--- src/rtl/crc_arbiter_if.sv ---
// Bus between the CRC arbiter, its two requesters and the external CRC engine.
// Requester handshake: reqN is a level held with a stable dataN until doneN
// pulses; the requester drops reqN on the edge where it sees doneN, and a
// reqN still high in IDLE is treated as a new request.
interface crc_arbiter_if #(
  parameter int DATA_W = 4,
  parameter int CRC_W  = 5
);
  logic              req0;
  logic [DATA_W-1:0] data0;
  logic              req1;
  logic [DATA_W-1:0] data1;
  logic              done0;
  logic              done1;
  logic [CRC_W-1:0]  crc_out;
  logic              busy;
  logic              owner;
  logic              eng_reset;
  logic [DATA_W-1:0] eng_data;
  logic [CRC_W-1:0]  eng_crc;
  logic [1:0]        dbg_state;

  modport slave (
    input  req0, data0, req1, data1, eng_crc,
    output done0, done1, crc_out, busy, owner, eng_reset, eng_data, dbg_state
  );

  modport master (
    output req0, data0, req1, data1, eng_crc,
    input  done0, done1, crc_out, busy, owner, eng_reset, eng_data, dbg_state
  );
endinterface

--- src/rtl/crc_arbiter.sv ---
// Round-robin sharing of one external CRC engine between two requesters:
// reset-load, fixed calculation window, capture, then a done pulse to the owner.
module crc_arbiter #(
  parameter int DATA_W      = 4,
  parameter int CRC_W       = 5,
  parameter int RST_CYCLES  = 2,
  parameter int CALC_CYCLES = 8
) (
  input logic         clk,
  input logic         reset,
  crc_arbiter_if.slave bus
);
  localparam int MAX_CYC = (RST_CYCLES > CALC_CYCLES) ? RST_CYCLES : CALC_CYCLES;
  localparam int CNT_W   = (MAX_CYC > 1) ? $clog2(MAX_CYC) : 1;

  typedef enum logic [1:0] {IDLE, LOAD, CALC, DONE} state_t;

  state_t           state;
  logic             last_owner;
  logic [CNT_W-1:0] cnt;
  logic             pick1;

  // On a tie the requester that was not served last wins.
  always_comb begin
    pick1 = 1'b0;
    if (bus.req1 && (!bus.req0 || !last_owner)) pick1 = 1'b1;
  end

  assign bus.dbg_state = state;

  always_ff @(posedge clk or posedge reset) begin
    if (reset) begin
      state         <= IDLE;
      last_owner    <= 1'b1;
      cnt           <= '0;
      bus.done0     <= 1'b0;
      bus.done1     <= 1'b0;
      bus.crc_out   <= '0;
      bus.busy      <= 1'b0;
      bus.owner     <= 1'b0;
      bus.eng_reset <= 1'b1;
      bus.eng_data  <= '0;
    end else begin
      bus.done0 <= 1'b0;
      bus.done1 <= 1'b0;
      case (state)
        IDLE: begin
          bus.eng_reset <= 1'b1;
          if (bus.req0 || bus.req1) begin
            bus.owner    <= pick1;
            last_owner   <= pick1;
            bus.eng_data <= pick1 ? bus.data1 : bus.data0;
            bus.busy     <= 1'b1;
            cnt          <= '0;
            state        <= LOAD;
          end
        end
        LOAD: begin
          if (cnt == CNT_W'(RST_CYCLES - 1)) begin
            cnt           <= '0;
            bus.eng_reset <= 1'b0;
            state         <= CALC;
          end else begin
            cnt <= cnt + 1'b1;
          end
        end
        CALC: begin
          if (cnt == CNT_W'(CALC_CYCLES - 1)) begin
            cnt           <= '0;
            bus.crc_out   <= bus.eng_crc;
            bus.eng_reset <= 1'b1;
            bus.done0     <= ~bus.owner;
            bus.done1     <= bus.owner;
            state         <= DONE;
          end else begin
            cnt <= cnt + 1'b1;
          end
        end
        DONE: begin
          bus.eng_reset <= 1'b1;
          bus.busy      <= 1'b0;
          state         <= IDLE;
        end
        default: state <= IDLE;
      endcase
    end
  end
endmodule

--- src/flat_wrapper.sv ---
// flat-port wrapper written by rule: the top's interface ports become plain ports
module crc_arbiter_flat 
#(
  parameter int DATA_W      = 4,
  parameter int CRC_W       = 5,
  parameter int RST_CYCLES  = 2,
  parameter int CALC_CYCLES = 8
)
  (clk, reset, bus_req0, bus_data0, bus_req1, bus_data1, bus_eng_crc, bus_done0, bus_done1, bus_crc_out, bus_busy, bus_owner, bus_eng_reset, bus_eng_data, bus_dbg_state);
  crc_arbiter_if #(.DATA_W(DATA_W), .CRC_W(CRC_W)) bus_i ();
  input logic clk;
  input logic reset;
  input wire logic [$bits(bus_i.req0)-1:0] bus_req0;
  input wire logic [$bits(bus_i.data0)-1:0] bus_data0;
  input wire logic [$bits(bus_i.req1)-1:0] bus_req1;
  input wire logic [$bits(bus_i.data1)-1:0] bus_data1;
  input wire logic [$bits(bus_i.eng_crc)-1:0] bus_eng_crc;
  output wire logic [$bits(bus_i.done0)-1:0] bus_done0;
  output wire logic [$bits(bus_i.done1)-1:0] bus_done1;
  output wire logic [$bits(bus_i.crc_out)-1:0] bus_crc_out;
  output wire logic [$bits(bus_i.busy)-1:0] bus_busy;
  output wire logic [$bits(bus_i.owner)-1:0] bus_owner;
  output wire logic [$bits(bus_i.eng_reset)-1:0] bus_eng_reset;
  output wire logic [$bits(bus_i.eng_data)-1:0] bus_eng_data;
  output wire logic [$bits(bus_i.dbg_state)-1:0] bus_dbg_state;
  assign bus_i.req0 = bus_req0;
  assign bus_i.data0 = bus_data0;
  assign bus_i.req1 = bus_req1;
  assign bus_i.data1 = bus_data1;
  assign bus_i.eng_crc = bus_eng_crc;
  assign bus_done0 = bus_i.done0;
  assign bus_done1 = bus_i.done1;
  assign bus_crc_out = bus_i.crc_out;
  assign bus_busy = bus_i.busy;
  assign bus_owner = bus_i.owner;
  assign bus_eng_reset = bus_i.eng_reset;
  assign bus_eng_data = bus_i.eng_data;
  assign bus_dbg_state = bus_i.dbg_state;
  crc_arbiter #(.DATA_W(DATA_W), .CRC_W(CRC_W), .RST_CYCLES(RST_CYCLES), .CALC_CYCLES(CALC_CYCLES)) u_core (.clk(clk), .reset(reset), .bus(bus_i));
endmodule
--- config.mk ---
export PLATFORM = sky130hd
export DESIGN_NAME = crc_arbiter_flat
export DESIGN_NICKNAME = d
export VERILOG_FILES = /design/src/rtl/crc_arbiter_if.sv /design/src/rtl/crc_arbiter.sv /design/src/flat_wrapper.sv
export SDC_FILE = /design/constraint.sdc
export NUM_CORES = 1
export LEC_CHECK = 0
export ABC_AREA = 1
export ABC_CLOCK_PERIOD_IN_PS = 1700
export CAP_MARGIN = 20
export CORE_UTILIZATION = 25
export CTS_CLUSTER_DIAMETER = 40
export CTS_CLUSTER_SIZE = 40
export DETAILED_ROUTE_END_ITERATION = 6
export MAX_ROUTING_LAYER = met4
export PLACE_DENSITY = 0.51
export SLEW_MARGIN = 25
export SYNTH_ARGS = -nofsm -noshare
export SYNTH_HDL_FRONTEND = slang
export SYNTH_SLANG_ARGS = --single-unit
--- constraint.sdc ---
create_clock -name clk -period 1.7 [get_ports clk]
set_input_delay 0.34 -clock clk [delete_from_list [all_inputs] [get_ports clk]]
set_output_delay 0.34 -clock clk [all_outputs]
set_load 0.1 [all_outputs]
# Word-level counts from Yosys, hierarchy flattened
# Cells that the tools add are included.
[totals]
register_bits = 20
input_bits = 17
output_inout_bits = 16
word_cells = 54
[op_classes]
addsub = 1
n_eq_ne = 8
muxes = 19
bitwise = 1
reduce_logical = 15
[ops]
columns = ["op", "n"]
rows = [
  ["2-bit AND reduction", 5],
  ["3-bit two-way mux", 3],
  ["3-bit one-hot mux with 3 select lines", 1],
  ["1-bit two-way mux", 8],
  ["2-bit one-hot mux with 4 select lines", 1],
  ["2-bit two-way mux", 3],
  ["2-bit by 1-bit inequality test with 1-bit output, second input constant", 3],
  ["2-bit == test, second input constant", 2],
  ["4-bit two-way mux", 1],
  ["3-bit by 1-bit adder with 3-bit output, second input constant", 1],
  ["3-bit by 1-bit == test with 1-bit output, second input constant", 1],
  ["3-bit == test, second input constant", 1],
  ["1-bit one-hot mux with 3 select lines", 1],
  ["3-bit AND reduction", 1],
  ["3-bit nonzero test", 1],
  ["2-bit by 1-bit == test with 1-bit output, second input constant", 1],
  ["1-bit logical NOT", 2],
  ["2-bit logical NOT", 1],
  ["1-bit logical OR", 2],
  ["1-bit one-hot mux with 2 select lines", 1],
  ["2-bit nonzero test", 1],
  ["2-bit OR reduction", 1],
  ["1-bit logical AND", 1],
  ["1-bit NOT", 1],
]

# Depth between registers and ports, before layout
# Gate-level depths: netlist of the first run.
[depth]
ltp_word = 5
depth_mapped = 7
ltp_nobuf = 7

# Worst setup path before layout of the first run
# OpenSTA, ideal clock, no wires.
[synth_path]
path_type = "register -> register"
start = "reg u_core.state[0] (netlist: u_core.bus.dbg_state[0])"
end = "reg u_core.bus.crc_out[0]"
setup_time_ns = 0.126
arrival_time_ns = 1.938
required_ns = 1.574
path_slack_ns = -0.363
path_stages_with_launch = 5
path_buffers = 0
period_less_slack_ns = 2.063
path_cell_list = "dfrtp_1 inv_1 ha_1 nand2_2 mux2_2"
[synth_via]
elab_chain_len = 2
[synth_rtl]
columns = ["element", "line_no", "source"]
rows = [
  ["from (decl)", "crc_arbiter.sv:18", "state_t state;"],
  ["from (signal assigned)", "crc_arbiter.sv:33", "state <= IDLE;"],
  ["from (signal assigned)", "crc_arbiter.sv:55", "state <= LOAD;"],
  ["from (signal assigned)", "crc_arbiter.sv:62", "state <= CALC;"],
  ["2-bit == test", "crc_arbiter.sv:46", "case (state)"],
  ["2-bit AND reduction (no line)", "n/a", ""],
  ["to (signal assigned)", "crc_arbiter.sv:70", "bus.crc_out <= bus.eng_crc;"],
  ["to (decl)", "crc_arbiter_if.sv:25", "output done0, done1, crc_out, busy, owner, eng_reset, eng_data, dbg_state"],
]
# Every way passes these cells.
# A chain may end at the register's enable or synchronous reset.

# Worst setup path in the final report of the first run
[layout_path]
start = "reg u_core.state[0] (netlist: u_core.bus.dbg_state[0])"
end = "reg u_core.bus.eng_data[3]"
[layout_via]
elab_chain_len = 2
[layout_rtl]
columns = ["element", "line_no", "source"]
rows = [
  ["2-bit logical NOT", "crc_arbiter.sv:46", ""],
  ["2-bit AND reduction (no line)", "n/a", ""],
  ["to (signal assigned)", "crc_arbiter.sv:52", "bus.eng_data <= pick1 ? bus.data1 : bus.data0;"],
  ["to (decl)", "crc_arbiter_if.sv:25", ""],
]
# Every way passes these cells.

==> flow_metrics.tcl, run 1 <==
set metrics [dict create \
    ys_types 15 \
    clk_pin_slew_worst_paths_ns 0.08 \
    diodes 0 \
    mostFrequentLayoutCells "nand2_1, inv_1, clkdlybuf4s50_1, buf_12, dfrtp_1" \
    cts_tree "yes" \
    drt_iter0_markers 44 \
    worst_pin_slew_ns 0.2588 \
    die_w_um 66.18 \
    grt_setup_unrepaired "false" \
    cp_slowest_stage_delay_ns 0.53 \
    synth_top_family_by_area "simple AND/OR/NAND/NOR gates" \
    synthMuxAreaShare 0.05468 \
    worst_clock_skew_ns 0.007672 \
    root_buffer "clkbuf_8" \
    maxSlewViolCount 0 \
    ir_worst_vdd_uv 1159 \
    postRouteAntennaNets 0 \
    clock_sinks 20 \
    start_kind "register" \
    gp_congestion 0.7734 \
    grt_max_degree 21 \
    ys_seq_elements 20 \
    stdcell_area_um2 1654 \
    seq_area_frac_synth 0.4885 \
    fmax_ghz 0.6601 \
    clock_latency_ns 0.26 \
    final.min_clock_period_ns 1.515 \
    synthAdderAreaFrac 0.1215 \
    cpMostUsedCell "inv_1" \
    io_pins 33 \
    post_cts_resized 0 \
    mostFrequentLayoutCell "nand2_1" \
    synth_simple_gate_area_frac 0.2309 \
    synthCells 116 \
    drc 0 \
    cp_slowest_cell "dfrtp_4" \
    setup-tns-final_ns 0 \
    drive_gt1_frac 0.2222 \
    design.die.area_um2 4380 \
    htree_levels 1 \
    hold_path_class "primary input to asynchronous set/reset pin" \
    path_delay_family "flip-flops" \
    cp.arrival_ns 1.67 \
    coreArea_um2 3799 \
    synth_compound_area_frac 0.03888 \
    power_per_cell_area_nw_per_um2 1989 \
    leakagePower_nw 0.8180 \
    ctsHoldBuffers 0 \
    syn_nets 143 \
    drt-pass1-iter-count 3 \
    wl_mm 2.117 \
    hold_viol_final 0 \
    yosys_warnings 0 \
    cts_made_buffers 3 \
    end_kind "register" \
    cp.required_ns 1.86 \
    syn_area_per_cell_um2 8.877 \
    crit_chain "inv_1, ha_1, inv_1, nor2_4, inv_1, nand2_1, o21ai_1" \
    syn_area_um2 1030 \
    avgRoutedWirePerCell_um 10.53 \
    syn_to_final_growth_pct 60.63 \
    grt_antenna_before_repair 0 \
    vias 850 \
    via_per_inst 4.229 \
    setup_viol_count_final 0 \
    cp_max_fo 7 \
    die_h_um 66.18 \
    relSlewSlack 0.8275 \
    cp_num_buf_inv 3 \
    drv_cap 0 \
    row_count 22 \
    cts.path.max_buffers 2 \
    grt_util_all_layers 0.1113 \
    post_cts.repair.setup_buffers 0 \
    grt_pass1_wl_mm 3.567 \
    dp_hpwl_mm 1.611 \
    power_w 0.003289 \
    worst-setup-path-type "register to register" \
    initial_utilization 0.2711 \
    grt_overflow 0 \
    nNetsFinal 181 \
    synth-xor-area-share 0 \
    dpl_cell_area_um2 1583 \
    fin_crit_sh 0.8911 \
    grt_pass1_vias 801 \
    io_buffers 32 \
    status "completed" \
]
## tightest hold or removal path: stages
cell	delay [ns]
clkdlybuf4s50_1	0.40
inv_1	0.05
buf_4	0.26
## kinds of logic (layout without fill, tap and decap cells)
kind of cell | Yosys count | after routing
adder cells (fa/ha/maj) | 10 | 10
AO/OA/AOI/OAI | 8 | 8
AND/OR/NAND/NOR | 55 | 55
buffers and inverters | 18 | 55
multiplexers | 5 | 5
flip-flops | 20 | 20
## registers in the layout, indices dropped and copies added, names as in the netlist, 2 cells and up
name and flops:
u_core.bus.eng_data 4, u_core.bus.crc_out 5, u_core.bus.dbg_state 2, u_core.cnt 3
## synthesized netlist by cell type
| library cell | n | area, um2 |
|---|---|---|
| a21oi_1 | 1 | 5.000 |
| dfstp_2 | 2 | 52.55 |
| nand2_2 | 1 | 6.260 |
| nor2_1 | 8 | 30.03 |
| nand4_1 | 2 | 12.51 |
| nor2_4 | 2 | 22.52 |
| or2_2 | 1 | 6.260 |
| o21ai_1 | 4 | 20.02 |
| ha_1 | 10 | 125.1 |
| dfrtp_1 | 18 | 450.4 |
| mux2_2 | 5 | 56.30 |
| o21ai_0 | 3 | 15.01 |
| nand3_1 | 5 | 25.02 |
| nand2_1 | 36 | 135.1 |
| inv_1 | 18 | 67.56 |
## metal layers
metal	routed length, um	up-vias	global-route usage
li1	-	434	-
met1	912	393	0.1309
met2	1043	18	0.1773
met3	126	5	0.03621
met4	35	0	0.03989
met5	0	-	-
## path summary, 6_finish.rpt
kind	startpoint	end	slack (ns)	cells after the start
worst max-delay path	u_core.bus.dbg_state[0]$_DFFE_PP0P_	u_core.bus.eng_data[3]$_DFFE_PP0P_	0.19	7
worst min-delay path	reset	u_core.bus.crc_out[4]$_DFFE_PP0P_	0.40	3
worst max register to register	u_core.bus.dbg_state[0]$_DFFE_PP0P_	u_core.bus.eng_data[3]$_DFFE_PP0P_	0.19	7
worst min register to register	u_core.last_owner$_DFFE_PP1P_	u_core.last_owner$_DFFE_PP1P_	0.47	2
max in group asynchronous	reset	u_core.bus.eng_reset$_DFFE_PP1P_	1.02	3
min in group clk	u_core.last_owner$_DFFE_PP1P_	u_core.last_owner$_DFFE_PP1P_	0.47	2
## layout make-up
cell class / instances / area (um2)
well taps: 48 / 60.06
clock buffers: 3 / 41.29
flip-flops and latches: 20 / 508.0
repair buffers: 33 / 488.0
clock inverters: 1 / 30.03
multi-input cells: 78 / 459.2
inverters: 18 / 67.56
fillers: 369 / 2145
## per-stage QoR
stage	hold WS, ns	util	std cells	worst slack, ns
detailed placement	0.4671	0.4167	197	0.1838
finish	0.3992	0.4354	201	0.1851
global route	0.4176	0.4354	201	0.05819
floorplan	0.3023	-	116	0.1106
global placement	0.4593	0.4167	197	0.1815
CTS	0.4067	0.4354	201	0.1813
## report_power, final
group	internal, W	switching [W]
clock	0.000315	0.000162
sequential	0.000651	0.000177
combinational	0.000694	0.00129
total	0.00166	0.00163
(Power assumes the default switching activity.)
==> run 2, diff against run 1 <==
- CORE_UTILIZATION: 25 -> 35
- PLACE_DENSITY: 0.51 -> 0.65
==> run 2 against run 1 <==
Clock skew rose by 0.0019 ns. Non-clock buffer count did not move. Worst hold slack got worse by 0.063 ns. Global-route usage rose by 4.7 points. Final area fell by 2.4%. Utilization rose by 14 points. Critical path type unchanged. Highest routed layer unchanged.
==> flow_metrics.tcl, run 2 (same netlist as run 1, synthesis figures left out) <==
set metrics [dict create \
    cp.required_ns 1.89 \
    nNetsFinal 181 \
    power_w 0.003214 \
    dp_hpwl_mm 1.675 \
    top_register "u_core.bus.crc_out" \
    cts_made_buffers 3 \
    via_per_inst 4.652 \
    die_w_um 56.24 \
    mostFrequentLayoutCell "nand2_1" \
    largest_reg_flops 5 \
    regToRegStartpoint "u_core.bus.dbg_state[0]$_DFFE_PP0P_" \
    coreArea_um2 2781 \
    drc 0 \
    ff2ff_setup_slack_ns 0.20 \
    gp_congestion 0.9006 \
    leakagePower_nw 0.8102 \
    grt_util_all_layers 0.1587 \
    design.die.area_um2 3163 \
    maxSlewViolCount 0 \
    grt_pass1_wl_mm 3.767 \
    status "completed" \
    grt_overflow 0 \
    worst_clock_skew_ns 0.009567 \
    postRouteAntennaNets 0 \
    reg2regPathDepth 7 \
    vias 856 \
    mostFrequentLayoutCells "nand2_1, inv_1, clkdlybuf4s50_1, buf_12, dfrtp_1" \
    post_cts_resized 0 \
    initial_utilization 0.3702 \
    drt_iter0_markers 14 \
    cp_slowest_stage_delay_ns 0.54 \
    cpMostUsedCell "inv_1" \
    top_regs "u_core.bus.crc_out x5, u_core.bus.eng_data x4, u_core.cnt x3" \
    cts.path.max_buffers 2 \
    grt_antenna_before_repair 0 \
    cp.arrival_ns 1.69 \
    crit_chain "inv_1, ha_1, inv_1, nor2_4, inv_1, nand2_1, o21ai_1" \
    drive_gt1_frac 0.2222 \
    grt_pass1_vias 812 \
    crit_path_end "u_core.bus.eng_data[0]$_DFFE_PP0P_" \
    post_cts.repair.setup_buffers 0 \
    setup-tns-final_ns 0 \
    io_pins 33 \
    cp_slowest_cell "dfrtp_4" \
    row_count 19 \
    worst_pin_slew_ns 0.3024 \
    crit_start "u_core.bus.dbg_state[0]$_DFFE_PP0P_" \
    worst-setup-path-type "register to register" \
    grt_max_degree 21 \
    htree_levels 1 \
    avgRoutedWirePerCell_um 11.59 \
    wl_mm 2.133 \
    relSlewSlack 0.7984 \
    hold_viol_final 0 \
    stdcell_area_um2 1614 \
    root_buffer "clkbuf_4" \
    final.min_clock_period_ns 1.495 \
    place_ws_ns 0.1873 \
    ctsHoldBuffers 0 \
    diodes 0 \
    clock_latency_ns 0.31 \
    start_kind "register" \
    fmax_ghz 0.6687 \
    clk_pin_slew_worst_paths_ns 0.12 \
    die_h_um 56.24 \
    drt-pass1-iter-count 4 \
    ir_worst_vdd_uv 1859 \
    syn_to_final_growth_pct 56.74 \
    fin_crit_sh 0.8796 \
    setup_viol_count_final 0 \
    grt_setup_unrepaired "false" \
    end_kind "register" \
    hold_ws_ns 0.3367 \
    drv_cap 0 \
    setup_slack_ns 0.2047 \
    cp_max_fo 7 \
    cts_tree "yes" \
    io_buffers 32 \
    clock_sinks 20 \
    hold_path_class "primary input to asynchronous set/reset pin" \
    dpl_cell_area_um2 1562 \
    power_per_cell_area_nw_per_um2 1991 \
    r2r_end "u_core.bus.eng_data[0]$_DFFE_PP0P_" \
]
==> run 2: changes by cell type in the layout (fill, tap and decap cells not counted) <==
cell      change
clkbuf_4      +3
clkbuf_8      -3
==> run 2: worst max-delay path, delay by kind of cell (launching register included) <==
family	cells	cell delay [ns]
flops	1	0.54
fa+ha+maj	1	0.21
simple gates	2	0.25
buf+inv	3	0.32
compound gates	1	0.07
==> run 2: stage by stage <==
stage,cells,util
finish,184,0.5803
global placement,180,0.5614
detailed placement,180,0.5614
floorplan,116,-
CTS,184,0.5803
global route,184,0.5803
==> run 2: metal layers <==
layer  track usage  vias to the layer above  wire length (um)
met5             -                        -                 0
met4       0.06272                        0                40
met3       0.02791                        5               112
met2        0.2500                       23              1058
met1        0.2033                      394               922
li1              -                      434                 -
==> run 2: worst min path at each step <==
stage,cells past startpoint,to,from
after floorplan,1,u_core.bus.busy$_DFFE_PP0P_,reset
after global placement,2,u_core.last_owner$_DFFE_PP1P_,u_core.last_owner$_DFFE_PP1P_
after detailed placement,2,u_core.last_owner$_DFFE_PP1P_,u_core.last_owner$_DFFE_PP1P_
after CTS,3,u_core.bus.crc_out[1]$_DFFE_PP0P_,reset
after global routing,3,u_core.bus.crc_out[1]$_DFFE_PP0P_,reset
final,3,u_core.bus.crc_out[1]$_DFFE_PP0P_,reset
==> run 2: final cells by class <==
| cell class | instances | area [um2] |
|---|---|---|
| clock buffers | 3 | 22.52 |
| clock inverters | 1 | 30.03 |
| fillers | 239 | 1167 |
| inverters | 18 | 67.56 |
| multi-input cells | 78 | 459.2 |
| flip-flops and latches | 20 | 508.0 |
| well taps | 31 | 38.79 |
| repair buffers | 33 | 488.0 |
==> run 2: power breakdown <==
part           leakage, nW  total [W]  switching, W  internal (W)
Clock               0.0279   0.000392      0.000153      0.000238
Sequential           0.242   0.000827      0.000178      0.000650
Combinational        0.540    0.00199       0.00130      0.000696
Total                0.810    0.00321       0.00163       0.00158
